===== src/rtl/spi_flash_uart_writer.sv =====
// UART-to-SPI-flash programmer: every received byte is written at an auto-incrementing
// address, read back, and echoed on UART TX, with a saturating count of read-back mismatches.
module spi_flash_uart_writer #(
  parameter logic [31:0] START_ADDR = 32'h0000_0000,
  parameter logic [31:0] ADDR_LIMIT = 32'h00FF_FFFF
) (
  input  logic        iClk,
  input  logic        iRst,
  input  logic        iRxReady,
  input  logic [7:0]  iRxData,
  output logic        oRxRd,
  output logic        oFlashWr,
  output logic        oFlashRd,
  output logic [31:0] oFlashAddr,
  output logic [7:0]  oFlashData,
  input  logic [7:0]  iFlashData,
  input  logic        iFlashDone,
  output logic        oTxStart,
  output logic [7:0]  oTxData,
  input  logic        iTxFull,
  output logic        oBusy,
  output logic [7:0]  oErrCount,
  output logic        oMismatch
);
  typedef enum logic [1:0] {S_IDLE, S_WAIT_WR, S_WAIT_RD, S_TX} state_t;

  state_t      state_q, state_d;
  logic        rx_rd_q, rx_rd_d;
  logic        flash_wr_q, flash_wr_d;
  logic        flash_rd_q, flash_rd_d;
  logic        tx_start_q, tx_start_d;
  logic        busy_q, busy_d;
  logic        mis_q, mis_d;
  logic [31:0] addr_q, addr_d;
  logic [7:0]  wdata_q, wdata_d;
  logic [7:0]  tx_data_q, tx_data_d;
  logic [7:0]  err_q, err_d;

  function automatic logic [7:0] sat_inc(input logic [7:0] v);
    return (v == 8'hFF) ? v : v + 8'd1;
  endfunction

  function automatic logic [31:0] next_addr(input logic [31:0] a);
    return (a == ADDR_LIMIT) ? START_ADDR : a + 32'd1;
  endfunction

  always_comb begin
    state_d    = state_q;
    rx_rd_d    = 1'b0;
    flash_wr_d = 1'b0;
    flash_rd_d = 1'b0;
    tx_start_d = 1'b0;
    addr_d     = addr_q;
    wdata_d    = wdata_q;
    tx_data_d  = tx_data_q;
    err_d      = err_q;
    mis_d      = mis_q;
    case (state_q)
      S_IDLE: begin
        if (iRxReady) begin
          wdata_d    = iRxData;
          rx_rd_d    = 1'b1;
          flash_wr_d = 1'b1;
          state_d    = S_WAIT_WR;
        end
      end
      S_WAIT_WR: begin
        if (iFlashDone) begin
          flash_rd_d = 1'b1;
          state_d    = S_WAIT_RD;
        end
      end
      S_WAIT_RD: begin
        if (iFlashDone) begin
          tx_data_d = iFlashData;
          // Non-erased locations read back wrong; that is reported, not retried.
          if (iFlashData != wdata_q) begin
            err_d = sat_inc(err_q);
            mis_d = 1'b1;
          end
          state_d = S_TX;
        end
      end
      S_TX: begin
        if (!iTxFull) begin
          tx_start_d = 1'b1;
          addr_d     = next_addr(addr_q);
          state_d    = S_IDLE;
        end
      end
      default: state_d = S_IDLE;
    endcase
    // Busy also covers the echo-push cycle so it drops only after the byte is gone.
    busy_d = (state_d != S_IDLE) || tx_start_d;
  end

  always_ff @(posedge iClk or posedge iRst) begin
    if (iRst) begin
      state_q    <= S_IDLE;
      rx_rd_q    <= 1'b0;
      flash_wr_q <= 1'b0;
      flash_rd_q <= 1'b0;
      tx_start_q <= 1'b0;
      busy_q     <= 1'b0;
      mis_q      <= 1'b0;
      addr_q     <= START_ADDR;
      wdata_q    <= 8'h00;
      tx_data_q  <= 8'h00;
      err_q      <= 8'h00;
    end else begin
      state_q    <= state_d;
      rx_rd_q    <= rx_rd_d;
      flash_wr_q <= flash_wr_d;
      flash_rd_q <= flash_rd_d;
      tx_start_q <= tx_start_d;
      busy_q     <= busy_d;
      mis_q      <= mis_d;
      addr_q     <= addr_d;
      wdata_q    <= wdata_d;
      tx_data_q  <= tx_data_d;
      err_q      <= err_d;
    end
  end

  assign oRxRd      = rx_rd_q;
  assign oFlashWr   = flash_wr_q;
  assign oFlashRd   = flash_rd_q;
  assign oFlashAddr = addr_q;
  assign oFlashData = wdata_q;
  assign oTxStart   = tx_start_q;
  assign oTxData    = tx_data_q;
  assign oBusy      = busy_q;
  assign oErrCount  = err_q;
  assign oMismatch  = mis_q;

endmodule


===== config.mk =====
export PLATFORM = sky130hd
export DESIGN_NAME = spi_flash_uart_writer
export DESIGN_NICKNAME = d
export VERILOG_FILES = /design/src/rtl/spi_flash_uart_writer.sv
export SDC_FILE = /design/constraint.sdc
export NUM_CORES = 1
export LEC_CHECK = 0
export BUFFER_PORTS_ARGS = -buffer_cell sky130_fd_sc_hd__buf_2
export CORE_MARGIN = 3
export CORE_UTILIZATION = 54
export CTS_BUF_LIST = sky130_fd_sc_hd__clkbuf_8
export DETAILED_ROUTE_END_ITERATION = 8
export GPL_TIMING_DRIVEN = 0
export HOLD_SLACK_MARGIN = 0.08
export PLACE_DENSITY = 0.93
export SLEW_MARGIN = 20
export SYNTH_ARGS = -nofsm -noshare
export SYNTH_HDL_FRONTEND = slang
export SYNTH_SLANG_ARGS = --single-unit
export TNS_END_PERCENT = 20

===== constraint.sdc =====
create_clock -name iClk -period 3 [get_ports iClk]
set_clock_uncertainty 0.2 [all_clocks]
set_input_delay 0.6 -clock iClk [delete_from_list [all_inputs] [get_ports iClk]]
set_output_delay 0.6 -clock iClk [all_outputs]
set_load 0.1 [all_outputs]

==> results of run 1 <==
routing by layer:
metal | GRT usage, % | routed length (µm) | part of all wire [%] | up-vias
li1 | - | - | - | 1118
met1 | 29.04 | 2953 | 45 | 1112
met2 | 35.60 | 3192 | 49 | 50
met3 | 6.951 | 262 | 4.0 | 8
met4 | 6.250 | 82 | 1.3 | 0
met5 | 0 | 0 | 0 | -
synth_stat cells (all sizes together):
cell | instances | area share (%)
a21o | 2 | 0.50
nand2b | 1 | 0.21
or2b | 1 | 0.25
or2 | 2 | 0.42
nand3 | 14 | 2.8
nand3b | 2 | 0.93
and4 | 4 | 1.3
clkinv | 1 | 0.29
a211o | 1 | 0.29
nor4b | 1 | 0.29
and3 | 12 | 2.5
o41ai | 2 | 0.59
o311a | 1 | 0.34
nor2 | 15 | 1.9
inv | 2 | 0.25
nand2 | 45 | 5.7
ha | 2 | 0.84
xnor2 | 18 | 5.3
mux2 | 10 | 3.8
nor3b | 2 | 0.50
nand4 | 8 | 2.7
nor4 | 6 | 1.8
o211ai | 1 | 0.25
xor2 | 24 | 7.1
clkbuf | 2 | 0.25
buf | 6 | 1.5
or3 | 1 | 0.21
and3b | 1 | 0.34
o21ai | 5 | 0.84
nor3 | 9 | 2.9
dfrtp | 63 | 53
and2 | 1 | 0.21
per-stage QoR:
step	power [mW]	utilization, %	area (µm²)
after floorplan	2.828	-	2975
after global placement	3.114	66.73	3473
after detailed placement	3.161	67.16	3496
after CTS	3.957	71.42	3717
after global routing	4.116	71.42	3717
final	3.937	71.42	3717
registers in the layout, indices dropped and copies added (netlist names):
| name | cells |
|---|---|
| state_q | 2 |
| oErrCount | 8 |
| oFlashRd | 1 |
| oFlashWr | 1 |
| oBusy | 1 |
| oTxStart | 1 |
| oFlashAddr | 32 |
| oMismatch | 1 |
| oTxData | 8 |
| oFlashData | 8 |
placed cells by master, fill, tap and decap left out, types with 3 or more instances in the layout:
master    count
mux2_2       10
clkbuf_8      9
xnor2_1      18
nor3_1        3
clkinv_2      4
o21ai_0       5
nand3_1      13
nor3_2        4
and3_1       12
dfrtp_1      63
xor2_1       24
nand4_1       6
nand2_1      45
nor4_1        5
and4_1        3
nor2_1       15
buf_2        85
worst min path at each step:
| stage | to | cells past startpoint |
|---|---|---|
| floorplan | oFlashRd$_DFF_PP0_ | 2 |
| global placement | oMismatch$_DFFE_PP0P_ | 1 |
| detailed placement | oMismatch$_DFFE_PP0P_ | 1 |
| CTS | oMismatch$_DFFE_PP0P_ | 1 |
| global route | oBusy$_DFF_PP0_ | 2 |
| finish | oMismatch$_DFFE_PP0P_ | 1 |
report_power, final:
part	switching (mW)	total [mW]	internal, mW
Clock	0.334	0.795	0.461
Sequential	0.176	1.21	1.04
Combinational	1.59	1.93	0.334
cells by family (layout without fill, tap and decap cells):
kind of cell	Yosys count	in the layout	share of synthesized area, %
and+or+nand+nor	125	125	24.90
DFF	63	63	52.99
xor gates and xnor gates	42	42	12.36
AOI/OAI and AO/OA	12	12	2.817
buffers and inverters	11	111	2.313
muxes	10	10	3.785
adders and majority gates	2	2	0.8409
area by class of cell:
type	instances	area, µm²
Buffer	8	52.55
Clock buffer	9	123.9
Clock inverter	7	87.58
Fill cell	401	1488
Inverter	3	18.77
Multi-Input combinational cell	191	1330
Sequential cell	63	1577
Tap cell	70	87.58
Timing Repair Buffer	84	440.4
worst max-delay path: cells and delay by family, from the launching register on:
family                     cells  cell delay [ns]
buffers and inverters          1             0.14
and+or+nand+nor                4             1.09
adders and majority gates      1             0.20
DFF                            1             0.42
==> impl_summary.log, run 1 <==
[metrics] Final TNS setup: 0 ns
[metrics] critical path cell sequence: ha_1 -> nand3_1 -> or2_1 -> buf_6 -> nor4_4 -> nor2_1
[metrics] max-cap violations: 0
[metrics] number of antenna violations at the first check in global routing: 0
[metrics] fraction of the yosys area taken by sequential cells: a little over half
[metrics] Worst Max-Slew Pin Slew: around 0.63 ns
[metrics] detailed-route wire length: between 6000 and 7000 µm
[metrics] worst setup path category: flop to flop
[metrics] Post-Synthesis Cells: between 200 and 300
[metrics] Slowest-stage cell, CP: nor4_4
[metrics] Die Y-Extent: 80.23 µm
[metrics] Pwr per Cell Area: ~1100 mW/mm²
[metrics] pin count of the biggest net entering global routing: 40
[metrics] Worst Path Arrival: between 2 and 2.5 ns
[metrics] worst flop-to-flop path endpoint: oFlashAddr[7]$_DFFE_PP0P_
[metrics] area enclosed by the die boundary: approximately 0.0064 mm²
[metrics] total clock buffers created by CTS: 9
[metrics] number of H-tree levels: 3
[metrics] cts repair resizes: 0
[metrics] share of cells above drive strength 1: a little over a third
[metrics] number of failing setup endpoints in the final timing report: 0
[metrics] number of cells in the design after placement: about 420
[metrics] post-route DRC violation count: 0
[metrics] warning count from the yosys run: 0
[metrics] row count: 26
[metrics] initial standard-cell utilization of the core: 57.16%
[metrics] Synth-to-Final Area Change: 24.94%
[metrics] via count of the first global-routing pass: 2226
[metrics] Peak VDD IR: 1086 µV
[metrics] number of hold violations in the final report: 0
[metrics] post-detailed-placement half-perimeter wirelength: about 4700 µm
[metrics] Crit. End Element: flop
[metrics] final layout net count: about 380
[metrics] count of state elements after synthesis: 63
[metrics] global-route wire length before repair: 10800 µm
[metrics] crit path setup slack, layout: approximately 0.8 ns
[metrics] Leakage: 1.995 nW
[metrics] WL per Instance: ~15 µm
[metrics] Hold/Removal Path Class: flop to flop
[metrics] total vias in the final route: 2288
[metrics] required time worst endpoint: ~3.0 ns
[metrics] beginning of the critical path: oFlashAddr[0]$_DFFE_PP0P_
[metrics] Slew Limit Fails: 0
[metrics] core footprint: about 0.0052 mm²
[metrics] clock slew at reported path FFs: around 0.07 ns
[metrics] worst hold slack: approximately 0.26 ns
[metrics] Final Cycle Share: roughly 73%
[metrics] cell at the root of the clock tree: clkbuf_8
[metrics] Worst R2R Start: oFlashAddr[0]$_DFFE_PP0P_
[metrics] setup repair after global routing missed its margin: false
[metrics] top-level I/O count: 83
[metrics] total global-route track usage: roughly 22%
[metrics] Highest Clock Rate: around 460 MHz
[metrics] Die Wd: ~80 µm
[metrics] critical-path maximum fanout: 10
[metrics] initial detailed-routing violation count: between 100 and 150
[metrics] Final Instance Count excl. Fillers: about 440
[metrics] placement-stage worst setup slack: ~0.62 ns
[metrics] Post CTS Setup Buffer Count: 0
[metrics] iteration count of the initial detailed-routing pass: 4
[metrics] CP Capture Point: oFlashAddr[7]$_DFFE_PP0P_
[metrics] placer congestion estimate: approximately 0.83
[metrics] worst rel slew slack: around 58%
[metrics] clock tree from TritonCTS: built
[metrics] number of antenna-violating nets in the routed design: 0
[metrics] r2r worst-path depth: 6
[metrics] result of the run: finished clean
[metrics] r2r setup slk: 0.81 ns
[metrics] post-synthesis cell area: about 0.0030 mm²
[metrics] total of hold buffers inserted after clock tree synthesis: 1
[metrics] clock latency on the worst-skew pair: about 0.34 ns
[metrics] Period minus WS final: approximately 2.2 ns
[metrics] count of different cell masters after synthesis: 41
[metrics] start point of the worst hold path: oMismatch$_DFFE_PP0P_
[metrics] post-synthesis net count: ~290
[metrics] mean instance size in the synthesized netlist: between 10 and 15 µm²
[metrics] delay of the slowest critical-path stage: roughly 0.61 ns
[metrics] Clock Tree Buf Depth: 2
[metrics] per-cell via count in the routed design: 5.260
[metrics] total of buffers placed on input and output ports: 82
[metrics] total overflow reported by the global router: 0
[metrics] element type at the critical path start: flop
[metrics] # diodes: 0
[metrics] clock net sink count: 63
Power figures use the tool's default switching activity.
==> run 2, diff against run 1 <==
clock period = 2.1 ns   (was 3 ns; I/O delays follow)
==> run 2 against run 1 <==
Sequential power increased by 45%. Flip-flop and latch count unchanged. Global-route usage increased by 0.32 points. Sequential share of layout area grew 1.1 points. Non-clock buffer count increased by 1. Clock-buffer cell count rose by 2. Largest power group unchanged.
==> impl_summary.log, run 2 (same netlist as run 1, synthesis figures left out) <==
[metrics] result of the run: finished clean
[metrics] number of hold violations in the final report: 0 (unchanged)
[metrics] Worst Max-Slew Pin Slew: 0.6835 ns (+0.05316 ns)
[metrics] total clock buffers created by CTS: 9 (unchanged)
[metrics] commonest non-fill, non-tap cell in the layout: buf_2
[metrics] iteration count of the initial detailed-routing pass: 4 (unchanged)
[metrics] Slowest-stage cell, CP: dfrtp_4
[metrics] clock latency on the worst-skew pair: 0.32 ns (-0.02 ns)
[metrics] Pwr per Cell Area: 1442 mW/mm² (+36%)
[metrics] setup repair after global routing missed its margin: false
[metrics] flip-flop count of the largest register, all copies and words added: 32 (unchanged)
[metrics] total overflow reported by the global router: 0 (unchanged)
[metrics] initial standard-cell utilization of the core: 57.16% (unchanged)
[metrics] worst rel slew slack: 54.34% (-3.3 points)
[metrics] number of antenna-violating nets in the routed design: 0 (unchanged)
[metrics] initial detailed-routing violation count: 84 (-21%)
[metrics] worst setup path category: flop to flop
[metrics] Final Cycle Share: 93.94% (+21 points)
[metrics] Worst Path Arrival: 2.02 ns (-0.17 ns)
[metrics] Die Wd: 80.23 µm (unchanged)
[metrics] leading cell types in the layout, fill and taps excluded: buf_2, nand2_1, dfrtp_1
[metrics] number of H-tree levels: 3 (unchanged)
[metrics] number of failing setup endpoints in the final timing report: 0 (unchanged)
[metrics] global-route wire length before repair: 11080 µm (+2.6%)
[metrics] total global-route track usage: 22.51% (+0.32 points)
[metrics] max-cap violations: 0 (unchanged)
[metrics] required time worst endpoint: 2.15 ns (-0.84 ns)
[metrics] via count of the first global-routing pass: 2266 (+1.8%)
[metrics] Leakage: 1.923 nW (-3.6%)
[metrics] Final Instance Count excl. Fillers: 436 (+0.23%)
[metrics] Sw Share: 54.85% (+1.4 points)
[metrics] critical path cell sequence: ha_4 -> nand3_1 -> or2_1 -> buf_6 -> nor3_4 -> and3_1 -> xor2_1
[metrics] share of cells above drive strength 1: 45.63% (+10 points)
[metrics] number of cells in the design after placement: 418 (unchanged)
[metrics] final layout net count: 384 (+0.26%)
[metrics] Slew Limit Fails: 0 (unchanged)
[metrics] clock slew at reported path FFs: 0.08 ns (about the same)
[metrics] sequential share of power: 32.1% (+1.3 points)
[metrics] total internal power: 2.474 mW (+35%)
[metrics] cell at the root of the clock tree: clkbuf_8
[metrics] WL per Instance: 15.25 µm (+2.2%)
[metrics] fillers: 393 (-2.0%)
[metrics] family of cells with the greatest summed delay on the critical path: simple AND/OR/NAND/NOR gates
[metrics] clock net sink count: 63 (unchanged)
[metrics] worst hold slack: 0.1165 ns (-0.1462 ns)
[metrics] power dissipated by switching net loads: 3.006 mW (+43%)
[metrics] detailed-route wire length: 6651 µm (+2.5%)
[metrics] element type at the critical path start: flop
[metrics] critical-path maximum fanout: 5 (-5)
[metrics] placer congestion estimate: 0.8064 (-3.0%)
[metrics] post-route DRC violation count: 0 (unchanged)
[metrics] end-of-flow core utilization: 73.03% (+1.6 points)
[metrics] top-level I/O count: 83 (unchanged)
[metrics] pin count of the biggest net entering global routing: 34 (-15%)
[metrics] Crit. End Element: flop
[metrics] Clock Tree Buf Depth: 2 (unchanged)
[metrics] Highest Clock Rate: 506.9 MHz (+11%)
[metrics] row count: 26 (unchanged)
[metrics] Period minus WS final: 1.973 ns (-0.2185 ns)
[metrics] relative contribution of the clock network to total power: 17.6% (-2.6 points)
[metrics] Peak VDD IR: 1732 µV (+60%)
[metrics] clock tree from TritonCTS: built
[metrics] core footprint: 0.005205 mm² (unchanged)
[metrics] number of buffers and inverters on the critical path: 1 (unchanged)
[metrics] r2r setup slk: 0.13 ns (-0.68 ns)
[metrics] post-detailed-placement half-perimeter wirelength: 4845 µm (+2.2%)
[metrics] Hold/Removal Path Class: primary input to flop
[metrics] Synth-to-Final Area Change: 27.75%
[metrics] number of antenna violations at the first check in global routing: 0 (unchanged)
[metrics] delay of the slowest critical-path stage: 0.45 ns (-0.16 ns)
[metrics] area enclosed by the die boundary: 0.006437 mm² (unchanged)
[metrics] total vias in the final route: 2313 (+1.1%)
[metrics] total of buffers placed on input and output ports: 82 (unchanged)
[metrics] Die Y-Extent: 80.23 µm (unchanged)
[metrics] per-cell via count in the routed design: 5.305 (+0.86%)
[metrics] # diodes: 0 (unchanged)
[metrics] share of power burned in combinational logic: 50.4% (+1.4 points)
[run 2: changes by cell type in the layout (fill, tap and decap cells not counted), moves of 2 or more]
cell / before / now
bufinv_16: 2 / 0
clkbuf_8: 9 / 11
dfrtp_4: 0 / 15
buf_4: 1 / 3
clkinvlp_4: 1 / 4
clkinv_2: 4 / 2
dfrtp_2: 0 / 17
dfrtp_1: 63 / 31
[run 2: worst register-to-register path, cell delays in order, from the launching register on]
cell	delay (ns)
dfrtp_4	0.45
ha_4	0.14
nand3_1	0.14
or2_1	0.26
buf_6	0.14
nor3_4	0.25
and3_1	0.20
xor2_1	0.13
[run 2: timing repair]
item	in CTS	in global routing
hold buffers	1	0
gates resized for setup	0	2
buffers inserted	0	1
hold endpoints to repair	30	0
setup endpoints to repair	0	14
[run 2: power groups by stage]
stage          Combinational, mW  Clock [mW]  Sequential (mW)
2_1_floorplan              0.547           0             3.54
3_3_place_gp                2.73           0             1.76
3_5_place_dp                2.76           0             1.78
4_1_cts                     2.77       0.976             1.76
5_1_grt                     2.87        1.04             1.80
6_report                    2.76       0.962             1.76
[run 2: layout make-up]
type	instances	area, µm²	share of cell area (%)
Buffer	8	55.05	1.448
Clock buffer	11	151.4	3.983
Clock inverter	5	32.53	0.8558
Inverter	3	20.02	0.5267
Multi-Input combinational cell	191	1353	35.58
Sequential cell	63	1654	43.52
Tap cell	70	87.58	2.304
Timing Repair Buffer	85	447.9	11.78
[run 2: final timing paths]
check                                           from                         end  cells after the start
hold / removal                         iFlashData[3]      oTxData[3]$_DFFE_PP0P_                      3
min in group asynchronous                       iRst          oFlashRd$_DFF_PP0_                      3
max in group asynchronous                       iRst   oFlashAddr[7]$_DFFE_PP0P_                      4
hold reg to reg               oTxData[3]$_DFFE_PP0P_      oTxData[3]$_DFFE_PP0P_                      2
setup / recovery           oFlashAddr[1]$_DFFE_PP0P_  oFlashAddr[26]$_DFFE_PP0P_                      7
setup reg to reg           oFlashAddr[1]$_DFFE_PP0P_  oFlashAddr[26]$_DFFE_PP0P_                      7
[run 2: routing by layer]
metal  vias to the layer above  track usage, %  share of wire (%)
met5                         -               0                  0
met4                         0           7.770                1.3
met3                         6           3.700                3.5
met2                        48           38.00                 51
met1                      1156           29.33                 45
li1                       1103               -                  -
[run 2: metrics by stage]
stage	setup WS [ns]	area, µm²	TNS [ns]	power (mW)
after floorplan	-0.2224	3074	-0.7605	4.084
after global placement	0.04244	3572	0	4.488
after detailed placement	0.01443	3592	0	4.549
after CTS	0.02797	3786	0	5.511
after global routing	0.0001683	3801	0	5.711
final	0.1272	3801	0	5.481
==> run 3, diff against run 2 <==
MAX_ROUTING_LAYER = met4   (was default)
clock period = 1.85 ns   (was 2.1 ns; I/O delays follow)
==> run 3 against run 2 <==
The flow now finishes with violations (setup timing). Cell count increased by 6.7%. Flip-flop and latch count unchanged. Global-route usage increased by 3.0 points. Combinational power increased by 22%. Clock power increased by 13%. Non-clock buffer count increased by 29. Via count increased by 10%. Maximum frequency increased by 2.8%. Sequential power increased by 16%. Cell area increased by 11%. Critical endpoint is now oFlashAddr[23]$_DFFE_PP0P_.
==> impl_summary.log, run 3 (same netlist as run 1, synthesis figures left out) <==
[metrics] setup repair after global routing missed its margin: true
[metrics] failing checks: setup timing
[metrics] result of the run: finished with violations
[metrics] Die Y-Extent: 80.23 µm (unchanged)
[metrics] number of antenna-violating nets in the routed design: 0 (unchanged)
[metrics] Final Cycle Share: 103.7% (+9.7 points)
[metrics] Final TNS setup: -0.2405 ns (-0.2405 ns)
[metrics] worst rel slew slack: 66.46% (+12 points)
[metrics] number of antenna violations at the first check in global routing: 0 (unchanged)
[metrics] Worst Max-Slew Pin Slew: 0.5067 ns (-0.1768 ns)
[metrics] total vias in the final route: 2544 (+10%)
[metrics] total overflow reported by the global router: 0 (unchanged)
[metrics] final layout net count: 413 (+7.6%)
[metrics] total clock buffers created by CTS: 9 (unchanged)
[metrics] Period minus WS final: 1.918 ns (-0.05463 ns)
[metrics] row count: 26 (unchanged)
[metrics] total global-route track usage: 25.53% (+3.0 points)
[metrics] number of H-tree levels: 3 (unchanged)
[metrics] initial standard-cell utilization of the core: 57.16% (unchanged)
[metrics] clock net sink count: 63 (unchanged)
[metrics] Peak VDD IR: 1521 µV (-12%)
[metrics] Die Wd: 80.23 µm (unchanged)
[metrics] leading cell types in the layout, fill and taps excluded: buf_2, nand2_1, xor2_1, dfrtp_1, dfrtp_4
[metrics] critical path cell sequence: and4_4 -> nand4_4 -> or2_1 -> buf_6 -> o311a_1 -> a211o_1
[metrics] detailed-route wire length: 7832 µm (+18%)
[metrics] area enclosed by the die boundary: 0.006437 mm² (unchanged)
[metrics] clock slew at reported path FFs: 0.07 ns (about the same)
[metrics] Highest Clock Rate: 521.3 MHz (+2.8%)
[metrics] required time worst endpoint: 1.87 ns (-0.28 ns)
[metrics] family of cells with the greatest summed delay on the critical path: simple AND/OR/NAND/NOR gates
[metrics] Clock Tree Buf Depth: 2 (unchanged)
[metrics] Crit. End Element: flop
[metrics] Hold/Removal Path Class: primary input to flop
[metrics] worst setup path category: flop to flop
[metrics] commonest non-fill, non-tap cell in the layout: buf_2
[metrics] post-route DRC violation count: 0 (unchanged)
[metrics] pin count of the biggest net entering global routing: 31 (-8.8%)
[metrics] via count of the first global-routing pass: 2482 (+9.5%)
[metrics] Synth-to-Final Area Change: 41.76%
[metrics] Worst Path Arrival: 1.94 ns (-0.08 ns)
[metrics] critical-path maximum fanout: 6 (+1)
[metrics] Slew Limit Fails: 0 (unchanged)
[metrics] number of hold violations in the final report: 0 (unchanged)
[metrics] element type at the critical path start: flop
[metrics] flip-flop count of the largest register, all copies and words added: 32 (unchanged)
[metrics] top-level I/O count: 83 (unchanged)
[metrics] global-route wire length before repair: 11940 µm (+7.8%)
[metrics] total of buffers placed on input and output ports: 82 (unchanged)
[metrics] core footprint: 0.005205 mm² (unchanged)
[metrics] # diodes: 0 (unchanged)
[metrics] clock tree from TritonCTS: built
[metrics] crit path setup slack, layout: -0.06813 ns (-0.1954 ns)
[metrics] number of failing setup endpoints in the final timing report: 9 (+9)
[metrics] iteration count of the initial detailed-routing pass: 4 (unchanged)
[metrics] max-cap violations: 0 (unchanged)
[metrics] Leakage: 2.058 nW (+7.0%)
[metrics] initial detailed-routing violation count: 177 (+110%)
[metrics] fillers: 289 (-26%)
[metrics] number of buffers and inverters on the critical path: 1 (unchanged)
[metrics] Pwr per Cell Area: 1544 mW/mm² (+7.1%)
[metrics] placer congestion estimate: 0.7875 (-2.3%)
[metrics] post-detailed-placement half-perimeter wirelength: 4828 µm (-0.33%)
[metrics] Slowest-stage cell, CP: dfrtp_4
[metrics] total power after layout: 6.514 mW (+19%)
[metrics] delay of the slowest critical-path stage: 0.45 ns (about the same)
[metrics] WL per Instance: 16.84 µm (+10%)
[metrics] per-cell via count in the routed design: 5.471 (+3.1%)
[metrics] cell at the root of the clock tree: clkbuf_8
[metrics] share of cells above drive strength 1: 51.14% (+5.5 points)
[metrics] clock latency on the worst-skew pair: 0.34 ns (+0.02 ns)
## run 3: changes by cell type in the layout (fill, tap and decap cells not counted), moves of 5 or more
| cell | previous run | this run |
|---|---|---|
| dlygate4sd3_1 | 1 | 18 |
| dfrtp_1 | 31 | 22 |
| buf_2 | 84 | 79 |
| dfrtp_4 | 15 | 21 |
| buf_4 | 3 | 15 |
## run 3: timing repair
action,in CTS,in global routing
pin swaps,11,13
setup endpoints to repair,30,33
setup buffers,6,6
resized for setup,11,14
hold endpoints to repair,57,0
hold buffers,18,0
## run 3: worst min-delay path, delay by kind of cell
kind                   cells  cell delay (ns)
buffers and inverters      1             0.11
AO/OA/AOI/OAI              2             0.17
## run 3: metrics by stage
stage / util [%] / area, µm² / setup WS (ns) / hold slack, ns / std cells
4_1_cts: 78.99 / 4111 / -0.09575 / 0.1258 / 459
6_report: 81.03 / 4218 / -0.06813 / 0.1600 / 465
2_1_floorplan: - / 3115 / -0.3687 / 0.2754 / 265
3_5_place_dp: 70.34 / 3661 / -0.2347 / 0.1340 / 419
3_3_place_gp: 69.42 / 3613 / -0.1842 / 0.2353 / 417
5_1_grt: 81.03 / 4218 / -0.1667 / 0.1609 / 465
## run 3: path summary, 6_finish.rpt
check	from	to	slack, ns	cells after the start
max	oFlashAddr[8]$_DFFE_PP0P_	oFlashAddr[23]$_DFFE_PP0P_	-0.07	6
min reg2reg	oMismatch$_DFFE_PP0P_	oMismatch$_DFFE_PP0P_	0.26	1
min	iFlashDone	state_q[0]$_DFF_PP0_	0.16	3
max in group asynchronous	iRst	oFlashAddr[3]$_DFFE_PP0P_	0.48	5
max reg2reg	oFlashAddr[8]$_DFFE_PP0P_	oFlashAddr[23]$_DFFE_PP0P_	-0.07	6
min in group asynchronous	iRst	oFlashAddr[16]$_DFFE_PP0P_	0.33	3
## run 3: per-layer routing
layer  up-vias  track usage, %  share of wire [%]
li1       1162               -                  -
met1      1247           29.45                 40
met2       112           42.30                 52
met3        23           5.381                5.0
met4         0           12.67                3.0
met5         -               -                  0
## run 3: power by group
part	internal (mW)	leakage, nW	switching, mW
logic	0.659	1.22	2.72
clock network	0.554	0.0873	0.540
registers	1.72	0.754	0.312
## run 3: final cells by class
class                           instances  area, µm²  share of cell area [%]
Buffer                                  8      65.06                   1.543
Clock buffer                           11      151.4                   3.589
Clock inverter                          5      32.53                  0.7713
Inverter                                3      20.02                  0.4746
Multi-Input combinational cell        191       1445                   34.26
Sequential cell                        63       1680                   39.84
Tap cell                               70      87.58                   2.077
Timing Repair Buffer                  114      735.7                   17.44
